[config.mk]
export PLATFORM = sky130hd
export DESIGN_NAME = dds_sweep_ctrl
export DESIGN_NICKNAME = d
export VERILOG_FILES = /design/src/rtl/dds_sweep_ctrl.sv
export SDC_FILE = /design/constraint.sdc
export NUM_CORES = 1
export LEC_CHECK = 0
export ABC_AREA = 1
export BUFFER_PORTS_ARGS = -buffer_cell sky130_fd_sc_hd__buf_2
export CAP_MARGIN = 20
export CORE_AREA = 2 2 196 198
export DETAILED_ROUTE_END_ITERATION = 7
export DIE_AREA = 0 0 198 200
export PLACE_DENSITY_LB_ADDON = 0.1
export SLEW_MARGIN = 20
export SYNTH_ARGS = -nofsm -noshare
export SYNTH_HDL_FRONTEND = slang
export SYNTH_SLANG_ARGS = --single-unit
[constraint.sdc]
create_clock -name clk -period 4.55 [get_ports clk]
set_input_delay 0.455 -clock clk [delete_from_list [all_inputs] [get_ports clk]]
set_output_delay 0.455 -clock clk [all_outputs]
set_load 0.02 [all_outputs]
[src/rtl/dds_sweep_ctrl.sv]
// dds_sweep_ctrl: frequency-sweep sequencer driving DDS frequency word K and phase offset P
module dds_sweep_ctrl #(
  parameter int KW = 32,
  parameter int PW = 11,
  parameter int DW = 16
) (
  input  logic          clk,
  input  logic          rst,
  input  logic          start,
  input  logic          abort,
  input  logic [1:0]    mode,
  input  logic [KW-1:0] cfg_k_start,
  input  logic [KW-1:0] cfg_k_stop,
  input  logic [KW-1:0] cfg_k_step,
  input  logic [DW-1:0] cfg_dwell,
  input  logic [PW-1:0] cfg_phase,
  output logic [KW-1:0] K,
  output logic [PW-1:0] P,
  output logic          k_valid,
  output logic          busy,
  output logic          done,
  output logic          cfg_err
);
  typedef enum logic {IDLE, RUN} state_t;
  state_t state;
  logic dir;
  logic [1:0] s_mode;
  logic [KW-1:0] s_start, s_stop, s_step;
  logic [DW-1:0] s_dl, cnt, dl;
  logic cfg_bad, up_bnd, dn_bnd;
  // Boundary tests are one bit wider so K+step can never wrap past 2^KW.
  always_comb begin
    cfg_bad = cfg_k_step == '0 || cfg_k_start > cfg_k_stop || mode == 2'b11;
    dl = cfg_dwell == '0 ? '0 : cfg_dwell - DW'(1);
    up_bnd = ({1'b0, K} + {1'b0, s_step}) > {1'b0, s_stop};
    dn_bnd = (K - s_start) < s_step;
  end
  always_ff @(posedge clk) begin
    if (rst) begin
      state <= IDLE;
      dir <= 1'b0;
      s_mode <= '0;
      s_start <= '0;
      s_stop <= '0;
      s_step <= '0;
      s_dl <= '0;
      cnt <= '0;
      K <= '0;
      P <= '0;
      k_valid <= 1'b0;
      busy <= 1'b0;
      done <= 1'b0;
      cfg_err <= 1'b0;
    end else begin
      k_valid <= 1'b0;
      done <= 1'b0;
      cfg_err <= 1'b0;
      if (abort) begin
        state <= IDLE;
        busy <= 1'b0;
      end else if (state == IDLE) begin
        if (start && cfg_bad) cfg_err <= 1'b1;
        else if (start) begin
          s_mode <= mode;
          s_start <= cfg_k_start;
          s_stop <= cfg_k_stop;
          s_step <= cfg_k_step;
          s_dl <= dl;
          cnt <= dl;
          K <= cfg_k_start;
          P <= cfg_phase;
          k_valid <= 1'b1;
          busy <= 1'b1;
          dir <= 1'b0;
          state <= RUN;
        end
      end else if (cnt != '0) cnt <= cnt - DW'(1);
      else begin
        cnt <= s_dl;
        if (!dir && !up_bnd) begin
          K <= K + s_step;
          k_valid <= 1'b1;
        end else if (dir && !dn_bnd) begin
          K <= K - s_step;
          k_valid <= 1'b1;
        end else if (dir) begin
          dir <= 1'b0;
          if (!up_bnd) begin
            K <= K + s_step;
            k_valid <= 1'b1;
          end
        end else if (s_mode == 2'b01) begin
          K <= s_start;
          k_valid <= 1'b1;
        end else if (s_mode == 2'b10) begin
          dir <= 1'b1;
          if (!dn_bnd) begin
            K <= K - s_step;
            k_valid <= 1'b1;
          end
        end else begin
          state <= IDLE;
          busy <= 1'b0;
          done <= 1'b1;
        end
      end
    end
  end
endmodule

==> results.md, run 1 <==
Run status:
- The flow ran to the end, and the final reports show no timing, DRC or antenna violations.

Critical path:
- The launching point of the worst reg2reg path is K[0].
- The cell depth of the worst flop-to-flop path is 34.
- The capturing point of the worst reg2reg path is K[6].
- Counting both buffers and inverters, the worst setup path holds a total of 8.
- Data on the critical path is required at its endpoint by 4960 ps.
- Setup slack on the worst reg-to-reg path comes out at 120 ps.
- The nature of the critical path startpoint is a flip-flop.
- The critical path's top delay family is simple AND/OR/NAND/NOR gates.
- The type of the worst setup path is reg2reg.
- Counting stages on the worst path, the most repeated cell is nand2_4.
- The arrival time of data at the critical path endpoint is 4850 ps.
- On the critical path, the stage with the largest delay is an instance of fa_2.
- Along the worst path, the maximum fanout reaches 7.
- The biggest cell delay along the critical path is 360 ps.
- The worst setup path is captured at a flip-flop.

Global routing:
- The global-route usage over all layers is 33.4%.
- For this run the aggregate overflow at the end of global routing stands at 0.
- After global routing, the most crowded layer is met2.
- The met2 usage is 51.9%.
- The via count of the first global-routing pass is 17988.
- Entering global routing, the biggest net connects 152 pins.
- The initial antenna violation count came to 0.
- In the global route stage, met1 resource usage came out at 47.6%.
- The met3 routing resource usage after global routing is 5.33%.
- The first global-routing pass estimated 101 mm of wire.

Power:
- The internal portion of the total power is 4.17 mW.
- Dividing total power by cell area gives a power density of 379 nW/um^2.
- For this design the static power due to leakage is 10.4 nW.
- The clock network accounts for 20.2% of the total power.
- In this run the power spent charging and discharging nets is 3.69 mW.
- Per report_power, the sequential group accounts for 22.7% of the total.
- IR analysis of the VDD net gives a maximum drop of 0.300 mV.
- The combinational share of power is 57.2%.
- The fraction of power spent switching nets is 46.9%.

Routing:
- The number of routed nets with antenna violations is 0.
- The total via count in the routed design is 19386.
- The number of remaining DRC errors is 0.
- The detailed router finished its first iteration with 1497 violations.
- The total routed wirelength is 68.0 mm.
- The number of optimization iterations in the first detailed-route pass is 6.
- The per-cell via count in the routed design is 5.55.
- The average routed wire per standard cell is 19.4 um.

Die:
- From left edge to right edge, the die measures 198 um.
- The height of the chip is 200 um.
- The starting utilization of the core area is 46.4%.
- The floorplan has 71 rows.
- The core region area is 37400 um^2.
- The number of placed I/O pins is 176.
- The area enclosed by the die boundary is 39600 um^2.

CTS:
- At the later pin of the worst-skew pair, clock insertion delay measures 470 ps.
- The number of buffers inserted during clock tree synthesis is 17.
- Buffers inserted to repair hold after CTS numbered 0.
- The longest clock path from root to sink contains 2 buffers.
- Clock tree synthesis selected as its root buffer the cell clkbuf_16.
- The CTS tree is yes.
- The clock-pin slew on the worst setup and hold paths is 80 ps.
- The clock tree synthesis step divided the H-tree into 4 levels.
- The number of sinks driven by the clock tree is 179.

Placement:
- Timing analysis after detailed placement gives a worst setup slack of -225 ps.
- In this run the tool buffered the top-level ports with 175 buffer cells.
- The total placed cells including tap cells is 3444.
- The HPWL after detailed placement is 52.5 mm.
- The final estimated routing congestion in global placement is 0.972.

Timing:
- The worst pin sits at a relative slew slack of 37.4%.
- Setup repair after global routing could not meet its margin everywhere.
- The final number of max-transition violations is 0.
- At the pin with the least slew margin, the transition time is 939 ps.
- For the final database, setup skew stands at 11.8 ps.
- The maximum clock frequency is 225 MHz.
- Setup violations remaining at the end of the flow were counted as 0.
- The slack of the critical path is 115 ps.
- The shortest clock period the worst path allows after layout is 4430 ps.
- The count of endpoints failing hold in the final timing report is 0.
- The post-route clock period utilization is 97.5%.

Finish:
- The filler cells instantiated in the layout total 3851.
- Registers take 3590 um^2.
- Once layout is complete, the cells apart from fillers number 3496.
- After the last flow step, the layout net total stands at 3300.
- Of the cells placed in the final design, the portion with a size suffix greater than 1 is 19.1%.
- The top cell types in the final layout, fill and taps aside, are 473 x nand2_1, 379 x inv_1, 294 x a21oi_1.
- The area of the multi-input gates is 12300 um^2.
- The number of antenna diodes in the final layout is 0.
- The most common cell after layout, fill and taps aside is nand2_1.
- The layout overhead on the synthesized area is 19.6%.

Min path:
- For hold timing, the worst endpoint is P[6].
- The startpoint identified for the worst hold timing path is cfg_phase[6].
- The cell count of the worst hold path is 3.
- In this run the worst hold path is classified as in2reg.

Synth:
- Synthesis instantiated 62 different standard cells from the library.
- Synthesis inferred 179 register bits.
- When the netlist entered floorplanning its net count stood at 3081.
- Sequential cells were found to cover 20.6% of the synthesized design area.
- In this run, synthesis inferred 0 flip-flops with an integrated enable.
- Averaged over all synthesized cells, the footprint is 6.30 um^2.
- Summing every instance area after synthesis gives 17400 um^2.
- Among all flip-flop cells after synthesis, the most frequent one is dfxtp_1.
- For this run, the number of Yosys warnings is 0.
- Synthesis handed over a netlist of 2755 instances.
- Of all flip-flops after synthesis, the portion carrying an async set or reset was 0%.

Job:
- Max-cap violations in this run came to 0.
[how the worst max path moves through the flow]
| stage | start | endpoint | cells after the start |
|---|---|---|---|
| 2_1_floorplan | K[0] | K[0] | 31 |
| 6_report | K[0] | K[6] | 34 |
| 4_1_cts | K[0] | K[26] | 32 |
| 3_3_place_gp | K[0] | K[3] | 33 |
| 3_5_place_dp | K[0] | K[5] | 32 |
| 5_1_grt | K[0] | K[27] | 34 |
[what timing repair did]
action / 4_1_cts / 5_1_grt
gates cloned: 0 / 9
setup endpoints to repair: 35 / 36
resized for setup: 20 / 148
setup buffers: 4 / 8
pin swaps: 11 / 32
[metrics by stage]
stage	hold slack [ps]	setup TNS, ps	util [%]	cell area [um^2]	power [mW]
6_report	204	0	55.5	20800	7.87
5_1_grt	221	-835	55.5	20800	8.39
4_1_cts	192	0	53.4	20000	7.53
3_5_place_dp	441	-5950	51.6	19300	5.87
3_3_place_gp	435	-483	51.6	19300	5.81
2_1_floorplan	420	0	-	17400	4.51
[flip-flops by register name, summed over array words and instances (netlist names)]
name and count:
K 32, P 11, busy 1, cfg_err 1, cnt 16, dir 1
done 1, k_valid 1, s_dl 16, s_mode 2, s_start 32, s_step 32
s_stop 32, state 1
[cell families after synthesis]
logic type / share of synthesized area [%]
xor+xnor: 4.01
flops: 20.6
simple gates: 27.5
compound gates: 21.6
fa+ha+maj: 14.3
buf+inv: 12.0
[cells in the mapped netlist, drive strengths merged, types with 3 or more instances]
| library cell | number | area, um^2 |
|---|---|---|
| a211oi | 6 | 45.0 |
| a21boi | 9 | 82.6 |
| a21o | 11 | 82.6 |
| a21oi | 337 | 1810 |
| a31oi | 14 | 87.6 |
| buf | 59 | 358 |
| clkbuf | 50 | 188 |
| clkinv | 3 | 11.3 |
| dfxtp | 179 | 3580 |
| fa | 3 | 60.1 |
| ha | 194 | 2430 |
| inv | 405 | 1520 |
| nand2 | 527 | 2010 |
| nand3 | 152 | 806 |
| nand3b | 5 | 50.1 |
| nand4 | 50 | 328 |
| nor2 | 319 | 1240 |
| nor3 | 26 | 151 |
| nor4 | 19 | 131 |
| o211ai | 10 | 75.1 |
| o21a | 9 | 67.6 |
| o21ai | 263 | 1330 |
| o21bai | 9 | 71.3 |
| or2 | 6 | 37.5 |
| xnor2 | 18 | 158 |
| xor2 | 58 | 538 |
[cell type report]
cell class / instances / area share [%]
Sequential cell: 179 / 17.3
Clock inverter: 9 / 0.566
Tap cell: 511 / 3.08
Timing Repair Buffer: 308 / 10.2
Multi-Input combinational cell: 2060 / 59.2
Inverter: 408 / 7.44
Clock buffer: 21 / 2.27
[power by group through the flow]
stage | registers, mW | clock network [mW] | logic, mW
after global routing | 1.79 | 1.65 | 4.94
final | 1.78 | 1.59 | 4.50
after CTS | 1.77 | 1.61 | 4.15
after global placement | 1.81 | 0 | 4.01
after detailed placement | 1.81 | 0 | 4.06
after floorplan | 1.82 | 0 | 2.69
[routing by layer]
layer,part of all wire [%],up-vias
li1,-,9481
met1,46,9055
met2,44,760
met3,7.9,90
met4,2.3,0
met5,0,-
[tightest hold or removal path, delay by kind of cell]
family | cells | cell delay (ps)
AND/OR/NAND/NOR | 2 | 110
buffers and inverters | 1 | 70
Power figures use the tool's default switching activity.
==> run 2: changes to the inputs <==
Settings changed: ABC_AREA 1 to default, CORE_AREA 2 2 196 198 to 2 2 186 188, DIE_AREA 0 0 198 200 to 0 0 188 190, SLEW_MARGIN 20 to 15.
==> run 2 against run 1 <==
The run now ends with setup timing left. Critical path depth fell by 5. Flip-flop and latch count stayed put. Synthesized cell count fell by 22%. Count of clock-buffer cells in the layout decreased by 2. Sequential share of layout area decreased by 0.43 points. Routed wire length fell by 7.1%. First-iteration DRC count down 0.40%. Clock power shrank 4%. Total power down 6.3%. Final cell count down 10%. Non-clock buffer count is 277 higher. Register-to-register slack got worse by 1100 ps. Critical path type unchanged.
==> results.md, run 2 <==
Die:
- The starting utilization of the core area is 46.3%.
- The horizontal extent of the die is 188 um.
- The die covers 35700 um^2.
- The number of rows created at floorplan is 68.
- In this run the vertical extent of the chip is 190 um.
- In this run the standard cell core region covers 33900 um^2.
- 176 I/O pins were placed.

Critical path:
- For this run, the slowest stage of the critical path takes 400 ps.
- The number of buffers and inverters on the critical path is 7.
- STA classifies the critical path startpoint as a flip-flop.
- On the critical path the largest part of the delay comes from compound AO/OA/AOI/OAI gates.
- Data arrives at the worst endpoint at 5860 ps.
- The largest driver fanout on the critical path is 6.
- On the critical path, the stage with the largest delay is an instance of a221o_1.
- The nature of the critical path endpoint is a flip-flop.
- The setup path with the least slack is of type reg2reg.
- The required time of the critical path is 4860 ps.

CTS:
- In this run, CTS created clock tree buffers numbering 17.
- The later pin in the worst-skew pair is clocked with a latency of 460 ps.
- The number of sinks driven by the clock tree is 179.
- After clock tree synthesis, the clock-pin slew on the worst setup and hold paths is 80 ps.
- TritonCTS built the clock tree.
- The H-tree was split into 4 levels.
- The clock tree root driver cell is clkbuf_16.
- Hold repair after CTS inserted 0 buffers.
- In this run the deepest clock path goes through 2 buffers.

Synth:
- The number of nets handed over by synthesis was 2487.
- The synthesized netlist devotes 26.5% of its cell area to compound gates.
- The top cell type by area accounts for 22.8% of the synthesized area.
- The post-synthesis cell count is 2161.
- The average instance in the mapped netlist occupies 7.27 um^2.
- After Yosys synthesis, XOR and XNOR cells account for 5.57% of the synthesized area.
- The post-synthesis share of cell area spent on full adders, half adders and majority gates is 15.8%.
- Counting instances in the post-synthesis netlist gives the leading cell types as 313 x nand2_1, 272 x a21oi_1, 194 x ha_1.
- The register bit total from synthesis is 179.
- The biggest area contributor in the post-synthesis netlist is dfxtp_1.
- Yosys attributes the largest share of cell area to dfxtp_1 23%, ha_1 15%, a21oi_1 8.7%.
- The share of the Yosys chip area taken by registers is 22.8%.
- In the post-synthesis netlist, the cell with the most instances is nand2_1.
- The number of distinct library cells after synthesis is 93.
- After Yosys synthesis, and, or, nand and nor cells account for 21.4% of the synthesized area.
- The post-synthesis instance area is 15700 um^2.
- The share of flip-flops with an asynchronous set or reset is 0%.
- Yosys mapped a number of flops with a built-in enable equal to 0.
- The top flip-flop cell by instance count after synthesis is dfxtp_1.
- The combinational family with the most area after synthesis is compound AO/OA/AOI/OAI gates.
- Yosys printed 0 warnings.
- The multiplexer share of the synthesized area is 0.573%.

Timing:
- The count of endpoints failing hold in the final timing report came to 0.
- The relative slew slack is 35.5%.
- Setup repair after global routing could not meet its margin everywhere.
- The worst hold slack is 231 ps.
- The final number of max-transition violations came to 0.
- The total of endpoints with negative setup slack in the final report is 37.
- For the pin with the worst max-slew slack, the measured transition is 968 ps.
- The slack of the critical path is -1000 ps.
- The shortest clock period the worst path allows after layout is 5550 ps.
- The final critical path takes up 122% of the cycle.
- The maximum clock frequency is 180 MHz.
- The maximum clock skew at final layout is 16.7 ps.

Routing:
- The number of remaining DRC errors is 0.
- The number of routed nets with antenna violations is 0.
- The first detailed-routing pass took 5 iterations.
- The first routing iteration left 1491 violations.
- After detailed routing, the number of vias per cell comes to 5.73.
- The average routed wire per standard cell is 20.2 um.
- The total routed wirelength is 63.2 mm.
- The total via count in the routed design is 17916.

Power:
- The leakage power total is 9.61 nW.
- The power density of the placed cells is 346 nW/um^2.
- The worst ir drop on vdd is 0.307 mV.
- The total chip power is 7.37 mW.

Finish:
- The ratio of cells with drive above 1 in the final layout is 27.9%.
- At the end of the flow the core is filled with cells to 62.7%.
- The finished cells cover 21300 um^2.
- The library cell used most frequently in the layout, excluding fill and tap cells, is buf_4.
- The net count of the finished layout is 2986.
- In the final layout, the multi-input gates occupy 11700 um^2.
- Leaving out fill and tap cells, the most frequent cells in the layout are 378 x buf_4, 310 x nand2_1, 266 x a21oi_1.
- The layout overhead on the synthesized area is 35.5%.
- The storage element area is 3590 um^2.
- The filler cell count is 3134.

Global routing:
- The via count of the first global-routing pass is 16725.
- The first global-routing pass estimated 95.3 mm of wire.
- Global routing used 34.5% of the available tracks.
- Entering global routing, the biggest net connects 90 pins.
- Summed over all layers, the global routing overflow is 0.
- The initial antenna violation count is 1.

Placement:
- The HPWL after detailed placement is 49.0 mm.
- The count of input and output buffers is 175.
- At the end of routability-driven placement, the weighted congestion stood at 0.978.
- The post-place instance area is 19700 um^2.

Min path:
- The worst hold-check path type is in2reg.

Run status:
- The flow ran to the end, but the final reports show violations.
- The checks that failed: setup timing.

Job:
- The max-cap violation count is 0.
run 2: report_power, final:
part	total (mW)	switching, mW	internal (mW)
sequential	1.74	0.0846	1.65
combinational	4.10	2.29	1.81
clock	1.53	0.797	0.733
run 2: layout make-up:
| type | instances | area share, % |
|---|---|---|
| diodes | 1 | 0.0118 |
| flip-flops and latches | 179 | 16.9 |
| multi-input cells | 1693 | 54.7 |
| clock inverters | 13 | 0.664 |
| repair buffers | 585 | 19.7 |
| clock buffers | 19 | 2.03 |
| inverters | 184 | 3.26 |
| well taps | 455 | 2.67 |
run 2: worst reg2reg max path, delay by kind of cell (launching register included):
family	cells	cell delay (ps)
AO/OA/AOI/OAI	14	2630
buffers and inverters	7	930
adder cells (fa/ha/maj)	3	740
AND/OR/NAND/NOR	4	610
flip-flops	1	360
XOR/XNOR	1	140
run 2: cell families (layout without fill, tap and decap cells):
group | count (synthesis) | in the layout
AO/OA/AOI/OAI | 651 | 651
XOR/XNOR | 100 | 100
adder cells (fa/ha/maj) | 197 | 197
buffers and inverters | 289 | 801
flip-flops | 179 | 179
multiplexers | 9 | 9
other | 0 | 1
AND/OR/NAND/NOR | 736 | 736
run 2: final timing paths:
path,start,endpoint,slack [ps],cells after the start
worst max-delay path,K[0],K[3],-1000,29
worst min-delay path,cfg_phase[5],P[5],230,3
worst max register to register,K[0],K[3],-1000,29
worst min register to register,P[10],P[10],450,2
run 2: routing by layer:
metal	vias to the layer above	wire [um]	share of wire [%]	track usage (%)
li1	8681	-	-	-
met1	8420	28800	46	48.6
met2	719	27400	43	53.2
met3	94	5370	8.5	7.47
met4	2	1510	2.4	8.81
met5	-	11	0.017	0
run 2: timing repair:
action,4_1_cts,5_1_grt
setup buffers,25,8
setup endpoints to repair,37,37
pin swaps,38,31
cloned,2,1
gates resized for setup,91,49
run 2: stage by stage:
stage	cells	setup TNS, ps	worst slack (ps)
after global routing	3128	-41370	-1260
after detailed placement	3062	-39830	-1250
final	3129	-31990	-1000
after floorplan	2161	-19160	-674
after global placement	3062	-37230	-1160
after CTS	3119	-34570	-1080
==> run 3: changes to the inputs <==
Settings changed: ABC_AREA from default to 1, CORE_AREA 2 2 186 188 to 2 2 196 198, DIE_AREA 0 0 188 190 to 0 0 198 200.
==> run 3 against run 2 <==
Clock skew fell by 4.8 ps. Highest routed layer is now met4. Critical path type unchanged. Sequential power rose by 2%. Clock power rose by 4%. Total power rose by 6.7%. The flow now finishes without violations. Via count rose by 8.1%. Largest power group unchanged. Die area rose by 11%. First-iteration DRC count rose by 0.40%. Worst setup slack improved by 1100 ps.
==> results.md, run 3 (synthesis gave the netlist of run 1 again) <==
Finish:
- The net count of the finished layout is 3300.
- The layout overhead on the synthesized area is 19.6%.
- The library cell used most frequently in the layout, excluding fill and tap cells, is nand2_1.
- The number of antenna diodes is 0.
- The ratio of cells with drive above 1 in the final layout is 19.1%.
- The top cell types in the final layout, fill and taps aside, are 473 x nand2_1, 380 x inv_1, 294 x a21oi_1.
- The final core area utilization is 55.5%.

Critical path:
- Of all nets on the critical path, the largest fanout is 7.
- At the worst endpoint, the arrival time is 4840 ps.
- The cell depth of the worst flop-to-flop path is 34.
- The worst setup path is captured at a flip-flop.
- The slowest cell on the critical path is fa_2.
- The number of buffers and inverters on the critical path is 8.
- The required time of the critical path is 4960 ps.
- The kind of cell with the highest combined delay along the critical path is simple AND/OR/NAND/NOR gates.
- By startpoint and endpoint, the worst setup path is classified as reg2reg.
- STA classifies the critical path startpoint as a flip-flop.
- In this design, the stage delay of the slowest critical-path cell is 360 ps.
- The number of gates on the worst path with buffers counted is 34.
- The worst-case register-to-register setup slack is 110 ps.

Placement:
- The final estimated routing congestion in global placement is 0.972.
- Buffers placed on the I/O ports in this run total 175.
- The HPWL after detailed placement is 52.5 mm.

Job:
- The max-cap violation count is 0.

CTS:
- After clock tree synthesis, the flow added hold-fix buffers numbering 0.
- In this run, CTS created clock tree buffers numbering 17.
- The clock drives 179 sinks.
- The insertion delay to the later sink of the worst-skew pair is 470 ps.
- In this run the deepest clock path goes through 2 buffers.
- CTS placed an instance of clkbuf_16 at the clock tree root.
- The CTS tree is yes.
- The total number of H-tree levels is 4.
- After clock tree synthesis, the clock-pin slew on the worst setup and hold paths is 80 ps.

Power:
- The clock network accounts for 20.2% of the total power.
- The net load switching power is 3.69 mW.
- The power density of the placed cells is 379 nW/um^2.
- The part of the total power dissipated in sequential elements is 22.7%.
- Per report_power, the combinational group accounts for 57.2% of the total.
- In this run the static leakage power is 10.4 nW.
- The fraction of power spent switching nets is 47.0%.
- The total chip power is 7.87 mW.
- Internal power comes to 4.17 mW.
- The worst ir drop on vdd is 0.300 mV.

Min path:
- The worst hold path was traced through 3 stages.
- The worst hold-check path type is in2reg.

Routing:
- The per-cell via count in the routed design is 5.54.
- Once detail routing completed, the nets flagged for antenna violations numbered 0.
- For this block, the initial DRC count from the detailed router was 1497.
- The number of optimization iterations in the first detailed-route pass is 6.
- The total routed wirelength is 67.9 mm.
- The average routed wire per standard cell is 19.4 um.
- In the routed design, unresolved DRC markers number 0.
- For this block, the via count after detailed routing is 19372.

Timing:
- The shortest clock period the worst path allows after layout is 4440 ps.
- The final critical path takes up 97.5% of the cycle.
- The maximum clock skew at final layout is 11.9 ps.
- The final number of max-transition violations is 0.
- Setup repair after global routing could not meet its margin everywhere.
- The relative slew slack is 37.7%.
- The count of endpoints failing hold in the final timing report came to 0.
- For the pin with the worst max-slew slack, the measured transition is 934 ps.
- The total of endpoints with negative setup slack in the final report is 0.
- Derived from the worst setup path, the maximum achievable clock frequency is 225 MHz.

Global routing:
- The first global-routing pass estimated 101 mm of wire.
- The via count of the first global-routing pass was 17988.
- The initial antenna violation count is 0.
- After global routing the overflow that remains totals 0.
- Entering global routing, the biggest net connects 152 pins.
- The global-route usage over all layers is 33.4%.

Die:
- The number of rows created at floorplan is 71.
- The number of placed I/O pins is 176.
- The region available for standard cell placement spans 37400 um^2.
- The starting utilization of the core area is 46.4%.
- The die is 198 um wide.
- The floorplan step defined a die boundary enclosing 39600 um^2.
- The die is 200 um tall.

Run status:
- The run finished with clean final reports.
run 3: cell count changes in the layout (fill, tap and decap cells not counted), sizes merged, moves of 41 or more:
cell	delta
a211oi	-41
a21oi	+65
buf	-281
inv	+220
nand2	+213
nand3	+124
nor2	+151
nor3	-53
o21ai	+170
xnor2	-66
xor2	+42
run 3: worst paths after layout:
| kind | from | endpoint |
|---|---|---|
| setup / recovery | K[0] | K[31] |
| hold / removal | cfg_phase[6] | P[6] |
| setup reg to reg | K[0] | K[31] |
| hold reg to reg | s_dl[3] | s_dl[3] |
run 3: stage by stage:
stage	setup TNS [ps]	area (um^2)	worst slack [ps]	hold WS [ps]	instances
floorplan	0	17400	392	420	2755
global placement	-483	19300	-34.7	435	3444
detailed placement	-5950	19300	-225	441	3444
CTS	0	20000	7.80	192	3478
global route	-835	20800	-48.8	221	3496
finish	0	20800	114	204	3496
run 3: layer usage:
layer	track usage, %	routed length (um)	vias to the layer above
li1	-	-	9481
met1	47.6	31100	9056
met2	51.9	29800	742
met3	5.33	5350	93
met4	9.66	1640	0
met5	0	0	-
run 3: worst reg2reg max path: cells and delay by family (launching register included):
kind | cells | cell delay (ps)
xor+xnor | 1 | 90
buf+inv | 8 | 930
flops | 1 | 330
simple gates | 14 | 1290
compound gates | 8 | 940
fa+ha+maj | 3 | 780
run 3: area by class of cell:
cell class / instances / area, um^2
multi-input combinational: 2060 / 12300
inverter: 408 / 1550
fill: 3851 / 16600
timing repair buffer: 308 / 2110
tap: 511 / 639
sequential: 179 / 3590
clock buffer: 21 / 470
clock inverter: 9 / 118
run 3: power by group through the flow:
stage | combinational (mW) | clock, mW | sequential, mW
global route | 4.94 | 1.65 | 1.79
detailed placement | 4.06 | 0 | 1.81
global placement | 4.01 | 0 | 1.81
floorplan | 2.69 | 0 | 1.82
CTS | 4.15 | 1.61 | 1.77
finish | 4.50 | 1.59 | 1.78
run 3: timing repair:
item | in CTS | in global routing
pin swaps | 11 | 32
setup endpoints to repair | 35 | 36
buffers inserted | 4 | 8
gates cloned | 0 | 9
endpoints found under the hold margin | 0 | 0
gates resized for setup | 20 | 148
